$ cat src/rtl/logic_axi4_stream_packet_arbiter.sv
// Packet-aware round-robin arbiter sharing one AXI4-Stream channel between INPUTS requesters.
// A grant is held from the first beat through tlast; the output stage is a single register slice.
module logic_axi4_stream_packet_arbiter #(
  parameter int INPUTS      = 4,
  parameter int TDATA_BYTES = 1,
  parameter int TUSER_WIDTH = 1,
  parameter int USE_TLAST   = 1,
  parameter int IDX_WIDTH   = $clog2(INPUTS)
) (
  input  logic                                aclk,
  input  logic                                areset,
  input  logic [INPUTS-1:0]                   rx_tvalid,
  output logic [INPUTS-1:0]                   rx_tready,
  input  logic [INPUTS*TDATA_BYTES*8-1:0]     rx_tdata,
  input  logic [INPUTS-1:0]                   rx_tlast,
  input  logic [INPUTS*TUSER_WIDTH-1:0]       rx_tuser,
  output logic                                tx_tvalid,
  input  logic                                tx_tready,
  output logic [TDATA_BYTES*8-1:0]            tx_tdata,
  output logic                                tx_tlast,
  output logic [TUSER_WIDTH-1:0]              tx_tuser,
  output logic [IDX_WIDTH-1:0]                tx_tid
);

  localparam int DW = TDATA_BYTES * 8;

  typedef enum logic {
    ST_IDLE,
    ST_BUSY
  } state_e;

  state_e               state_q, state_d;
  // Index of the requester currently (or most recently) granted; doubles as the
  // round-robin pointer, so it only moves when a new grant is made.
  logic [IDX_WIDTH-1:0] grant_q, grant_d;
  logic                 tx_valid_q, tx_valid_d;
  logic [DW-1:0]        tx_data_q, tx_data_d;
  logic                 tx_last_q, tx_last_d;
  logic [TUSER_WIDTH-1:0] tx_user_q, tx_user_d;
  logic [IDX_WIDTH-1:0] tx_tid_q, tx_tid_d;

  logic                 found_hi, found_lo;
  logic [IDX_WIDTH-1:0] pick_hi, pick_lo, rr_pick;
  logic [DW-1:0]        sel_data;
  logic                 sel_last;
  logic [TUSER_WIDTH-1:0] sel_user;
  logic                 slot_free;
  logic                 accept;

  // Round-robin search: first valid above the pointer wins, otherwise first valid
  // at or below it. Iterating downward lets the lowest index overwrite higher ones.
  always_comb begin
    // NOTE: every always_comb output gets a default first, so no path leaves a latch.
    found_hi = 1'b0;
    found_lo = 1'b0;
    pick_hi  = '0;
    pick_lo  = '0;
    for (int i = INPUTS - 1; i >= 0; i--) begin
      if (rx_tvalid[i] && (i > int'(grant_q))) begin
        found_hi = 1'b1;
        pick_hi  = IDX_WIDTH'(i);
      end
      if (rx_tvalid[i] && (i <= int'(grant_q))) begin
        found_lo = 1'b1;
        pick_lo  = IDX_WIDTH'(i);
      end
    end
    rr_pick = found_hi ? pick_hi : pick_lo;
  end

  always_comb begin
    sel_data = '0;
    sel_last = 1'b0;
    sel_user = '0;
    for (int i = 0; i < INPUTS; i++) begin
      if (grant_q == IDX_WIDTH'(i)) begin
        sel_data = rx_tdata[i*DW +: DW];
        sel_last = (USE_TLAST != 0) ? rx_tlast[i] : 1'b1;
        sel_user = rx_tuser[i*TUSER_WIDTH +: TUSER_WIDTH];
      end
    end
  end

  assign slot_free = !tx_valid_q || tx_tready;

  always_comb begin
    state_d    = state_q;
    grant_d    = grant_q;
    rx_tready  = '0;
    accept     = 1'b0;
    tx_valid_d = tx_valid_q;
    tx_data_d  = tx_data_q;
    tx_last_d  = tx_last_q;
    tx_user_d  = tx_user_q;
    tx_tid_d   = tx_tid_q;

    unique case (state_q)
      ST_IDLE: begin
        if (|rx_tvalid) begin
          grant_d = rr_pick;
          state_d = ST_BUSY;
        end
      end
      ST_BUSY: begin
        rx_tready[grant_q] = slot_free;
        accept             = rx_tvalid[grant_q] && slot_free;
        if (accept && sel_last) begin
          state_d = ST_IDLE;
        end
      end
      default: state_d = ST_IDLE;
    endcase

    // A new beat overwrites the slot in the same cycle the old one drains.
    if (accept) begin
      tx_valid_d = 1'b1;
      tx_data_d  = sel_data;
      tx_last_d  = sel_last;
      tx_user_d  = sel_user;
      tx_tid_d   = grant_q;
    end else if (tx_tready) begin
      tx_valid_d = 1'b0;
    end
  end

  always_ff @(posedge aclk) begin
    // NOTE: sequential state uses non-blocking assignment so all registers update together.
    if (areset) begin
      state_q    <= ST_IDLE;
      grant_q    <= IDX_WIDTH'(INPUTS - 1);
      tx_valid_q <= 1'b0;
      tx_data_q  <= '0;
      tx_last_q  <= 1'b0;
      tx_user_q  <= '0;
      tx_tid_q   <= '0;
    end else begin
      state_q    <= state_d;
      grant_q    <= grant_d;
      tx_valid_q <= tx_valid_d;
      tx_data_q  <= tx_data_d;
      tx_last_q  <= tx_last_d;
      tx_user_q  <= tx_user_d;
      tx_tid_q   <= tx_tid_d;
    end
  end

  assign tx_tvalid = tx_valid_q;
  assign tx_tdata  = tx_data_q;
  assign tx_tlast  = tx_last_q;
  assign tx_tuser  = tx_user_q;
  assign tx_tid    = tx_tid_q;

endmodule

$ cat config.mk
export PLATFORM = sky130hd
export DESIGN_NAME = logic_axi4_stream_packet_arbiter
export DESIGN_NICKNAME = d
export VERILOG_FILES = /design/src/rtl/logic_axi4_stream_packet_arbiter.sv
export SDC_FILE = /design/constraint.sdc
export NUM_CORES = 1
export LEC_CHECK = 0
export CELL_PAD_IN_SITES_DETAIL_PLACEMENT = 1
export CELL_PAD_IN_SITES_GLOBAL_PLACEMENT = 2
export CORE_UTILIZATION = 20
export DETAILED_ROUTE_END_ITERATION = 7
export HOLD_SLACK_MARGIN = 0.1
export PLACE_DENSITY_LB_ADDON = 0.1
export SYNTH_ARGS = -nofsm -noshare
export SYNTH_HDL_FRONTEND = slang
export SYNTH_SLANG_ARGS = --single-unit
$ cat constraint.sdc
create_clock -name aclk -period 1.9 [get_ports aclk]
set_clock_uncertainty 0.05 [all_clocks]
set_input_delay 0.19 -clock aclk [delete_from_list [all_inputs] [get_ports aclk]]
set_output_delay 0.19 -clock aclk [all_outputs]
set_load 0.03 [all_outputs]
==> impl_metrics.env <==
export IMPL_critPathSlowestCell="mux4_2"
export IMPL_via_count=1015
export IMPL_drtAntennaViolNets=0
export IMPL_drive_above_1_share_pct=15.95
export IMPL_synthToLayoutAreaGrowth_pct=78.46
export IMPL_path_cells="mux4_2, nand3_2, buf_12, mux2i_1, nor2_1"
export IMPL_postSynthAreaPerCell_um2=10.46
export IMPL_via_per_inst=4.413
export IMPL_numClockSinks=16
export IMPL_drt_pre_antenna_iters=2
export IMPL_grt_ovfl_total=0
export IMPL_yosysSeqAreaShare_pct=32.24
export IMPL_start_util_pct=20.89
export IMPL_grt_pass1_vias=1134
export IMPL_nFillCells=567
export IMPL_reg2reg_from="grant_q[0]$_SDFFE_PP1P_"
export IMPL_port_buffers=63
export IMPL_antenna_found_initial=0
export IMPL_clockBufferDepth=2
export IMPL_routedWlPerCell_um=14.28
export IMPL_critPathCaptureType="register"
export IMPL_synth_top_family_by_area="multiplexers"
export IMPL_final_nets=211
export IMPL_worstHoldStart="tx_tid[1]$_SDFFE_PP0P_"
export IMPL_timing_hold_ws_ns=0.4082
export IMPL_ctsHoldBuffers=0
export IMPL_hold_path_depth=2
export IMPL_timing_fmax_ghz=0.6135
export IMPL_yosysUniqueCellTypes=28
export IMPL_worst_slew_pin_slew_ns=0.3562
export IMPL_synthMuxAreaShare_pct=37.53
export IMPL_multi_input_area_um2=601.8
export IMPL_htreeDepth=1
export IMPL_synthSimpleGateAreaFrac_pct=16.75
export IMPL_syn_nets=142
export IMPL_power_density_nw_per_um2=661.3
export IMPL_drc_errors=0
export IMPL_start_kind="register"
export IMPL_fp_dieW_um=72.48
export IMPL_syn_inst=95
export IMPL_holdPathEnd="tx_tid[1]$_SDFFE_PP0P_"
export IMPL_hold_class="reg -> reg"
export IMPL_worstPathRequired_ns=1.99
export IMPL_rr_endpoint="tx_tdata[4]$_SDFFE_PP0P_"
export IMPL_critPathMaxFanout=13
export IMPL_rrSetupSlack_ns=0.27
export IMPL_layout_common_cells="clkdlybuf4s50_1, nor2_1, dfxtp_1"
export IMPL_regArea_um2=320.3
export IMPL_ir_drop_mv=0.2573
export IMPL_cts_root_buffer="clkbuf_8"
export IMPL_final_common_cell="clkdlybuf4s50_1"
export IMPL_antennaDiodeCount=0
export IMPL_maxSlewViolCount=0
export IMPL_post_route_period_util_pct=85.79
export IMPL_synthXorXnorAreaFrac_pct=0
export IMPL_grt_usage_pct=13.39
export IMPL_final_instance_count_excl_fill=230
export IMPL_cts_setup_buffers=0
export IMPL_outcome="completed"
export IMPL_synth_top_area_share_pct=32.24
export IMPL_synth_top_area_cell="dfxtp_1"
export IMPL_cts_repair_resized=0
export IMPL_synth_compound_area_share_pct=6.297
export IMPL_p_leak_nw=0.7410
export IMPL_ys_seq_elements=16
export IMPL_cp_arrival_ns=1.72
export IMPL_cts_tree="built"
export IMPL_fp_dieH_um=72.48
export IMPL_slew_limit_headroom_pct=76.18
export IMPL_core_um2=4755
export IMPL_grt_first_pass_wirelength_um=5278
export IMPL_fin_setup_tns_ns=0
export IMPL_drt_initial_drc_count=32
export IMPL_gp_congestion=0.7310
export IMPL_setup_violations=0
export IMPL_cts_clk_slew_worst_paths_ns=0.06
export IMPL_dp_cells=226
export IMPL_cts_buffers=3
export IMPL_cap_violations=0
export IMPL_synth_fa_ha_area_share_pct=0
export IMPL_drt_wl_total_um=3284
export IMPL_grt_max_degree=19
export IMPL_synthTopCellsByArea="dfxtp_1, mux4_2, mux2i_1"
export IMPL_pre_cts_ws_ns=-0.006866
export IMPL_syn_area_um2=993.5
export IMPL_r2r_cells=5
export IMPL_final_hold_viol_count=0
export IMPL_ios=64
export IMPL_power_total_mw=1.172
export IMPL_setup_ws_ns=0.2700
export IMPL_clock_latency_ns=0.24
export IMPL_place_detailed_hpwl_um=2708
export IMPL_fp_row_count=25
export IMPL_critPathKind="reg -> reg"
export IMPL_dieArea_um2=5253
export IMPL_rsz0062_at_grt="no"
export IMPL_ys_warnings_count=0
export IMPL_cp_slowest_stage_delay_ns=0.55
export IMPL_period_minus_slack_ns=1.630
metrics by stage:
stage / cell area (µm²) / utilization [%]
floorplan: 993.5 / -
global placement: 1718 / 36.13
detailed placement: 1718 / 36.13
CTS: 1773 / 37.29
global route: 1773 / 37.29
finish: 1773 / 37.29
worst max path at each step:
stage / startpoint / end / cells after the start
after CTS: grant_q[0]$_SDFFE_PP1P_ / tx_tdata[4]$_SDFFE_PP0P_ / 5
final: grant_q[0]$_SDFFE_PP1P_ / tx_tdata[4]$_SDFFE_PP0P_ / 5
after floorplan: grant_q[0]$_SDFFE_PP1P_ / rx_tready[1] / 4
after global routing: grant_q[0]$_SDFFE_PP1P_ / tx_tdata[4]$_SDFFE_PP0P_ / 5
after global placement: rx_tvalid[0] / tx_tdata[0]$_SDFFE_PP0P_ / 6
after detailed placement: rx_tvalid[0] / tx_tdata[4]$_SDFFE_PP0P_ / 6
cells in the mapped netlist (all sizes together):
master and number:
clkbuf 3, nand4 1, a21oi 6, o22ai 1, nand2 4, or2 1
a31oi 1, nor4 2, o21ai 1, and2 1, o21bai 1, nand2b 2
o21a 1, buf 5, inv 3, nand3 2, nor2b 2, dfxtp 16
nor3 4, mux4 11, nor2 16, mux2i 11
critical path: cells and delay by family, from the launching register on:
family / cells / cell delay (ns)
buffers and inverters: 1 / 0.15
DFF: 1 / 0.39
muxes: 2 / 0.76
and+or+nand+nor: 2 / 0.16
area by class of cell:
cell class	count	share of cell area, %
sequential	16	18.07
timing repair buffer	72	39.52
tap	67	4.728
multi-input combinational	68	33.94
inverter	3	0.6351
clock buffer	4	3.105
cells by family after synthesis:
group | after synthesis
compound gates | 11
buf+inv | 11
flops | 16
mux | 22
simple gates | 35
metal layers:
layer | global-route usage (%) | wire length [µm]
met5 | 0 | 0
met1 | 13.91 | 1200
met4 | 4.139 | 26
met2 | 26.06 | 1837
met3 | 3.333 | 220
power by group:
part           switching, mW  total, mW  internal, mW  leakage [nW]
registers             0.0241      0.395         0.371         0.131
logic                  0.212      0.482         0.270         0.581
clock network          0.112      0.295         0.184        0.0288
registers in the layout (all words and copies together) (netlist names):
signal / cells
state_q: 1
tx_tuser: 1
tx_tvalid: 1
tx_tlast: 1
tx_tdata: 8
grant_q: 2
tx_tid: 2
No activity file was read; power rests on OpenSTA's default activity.
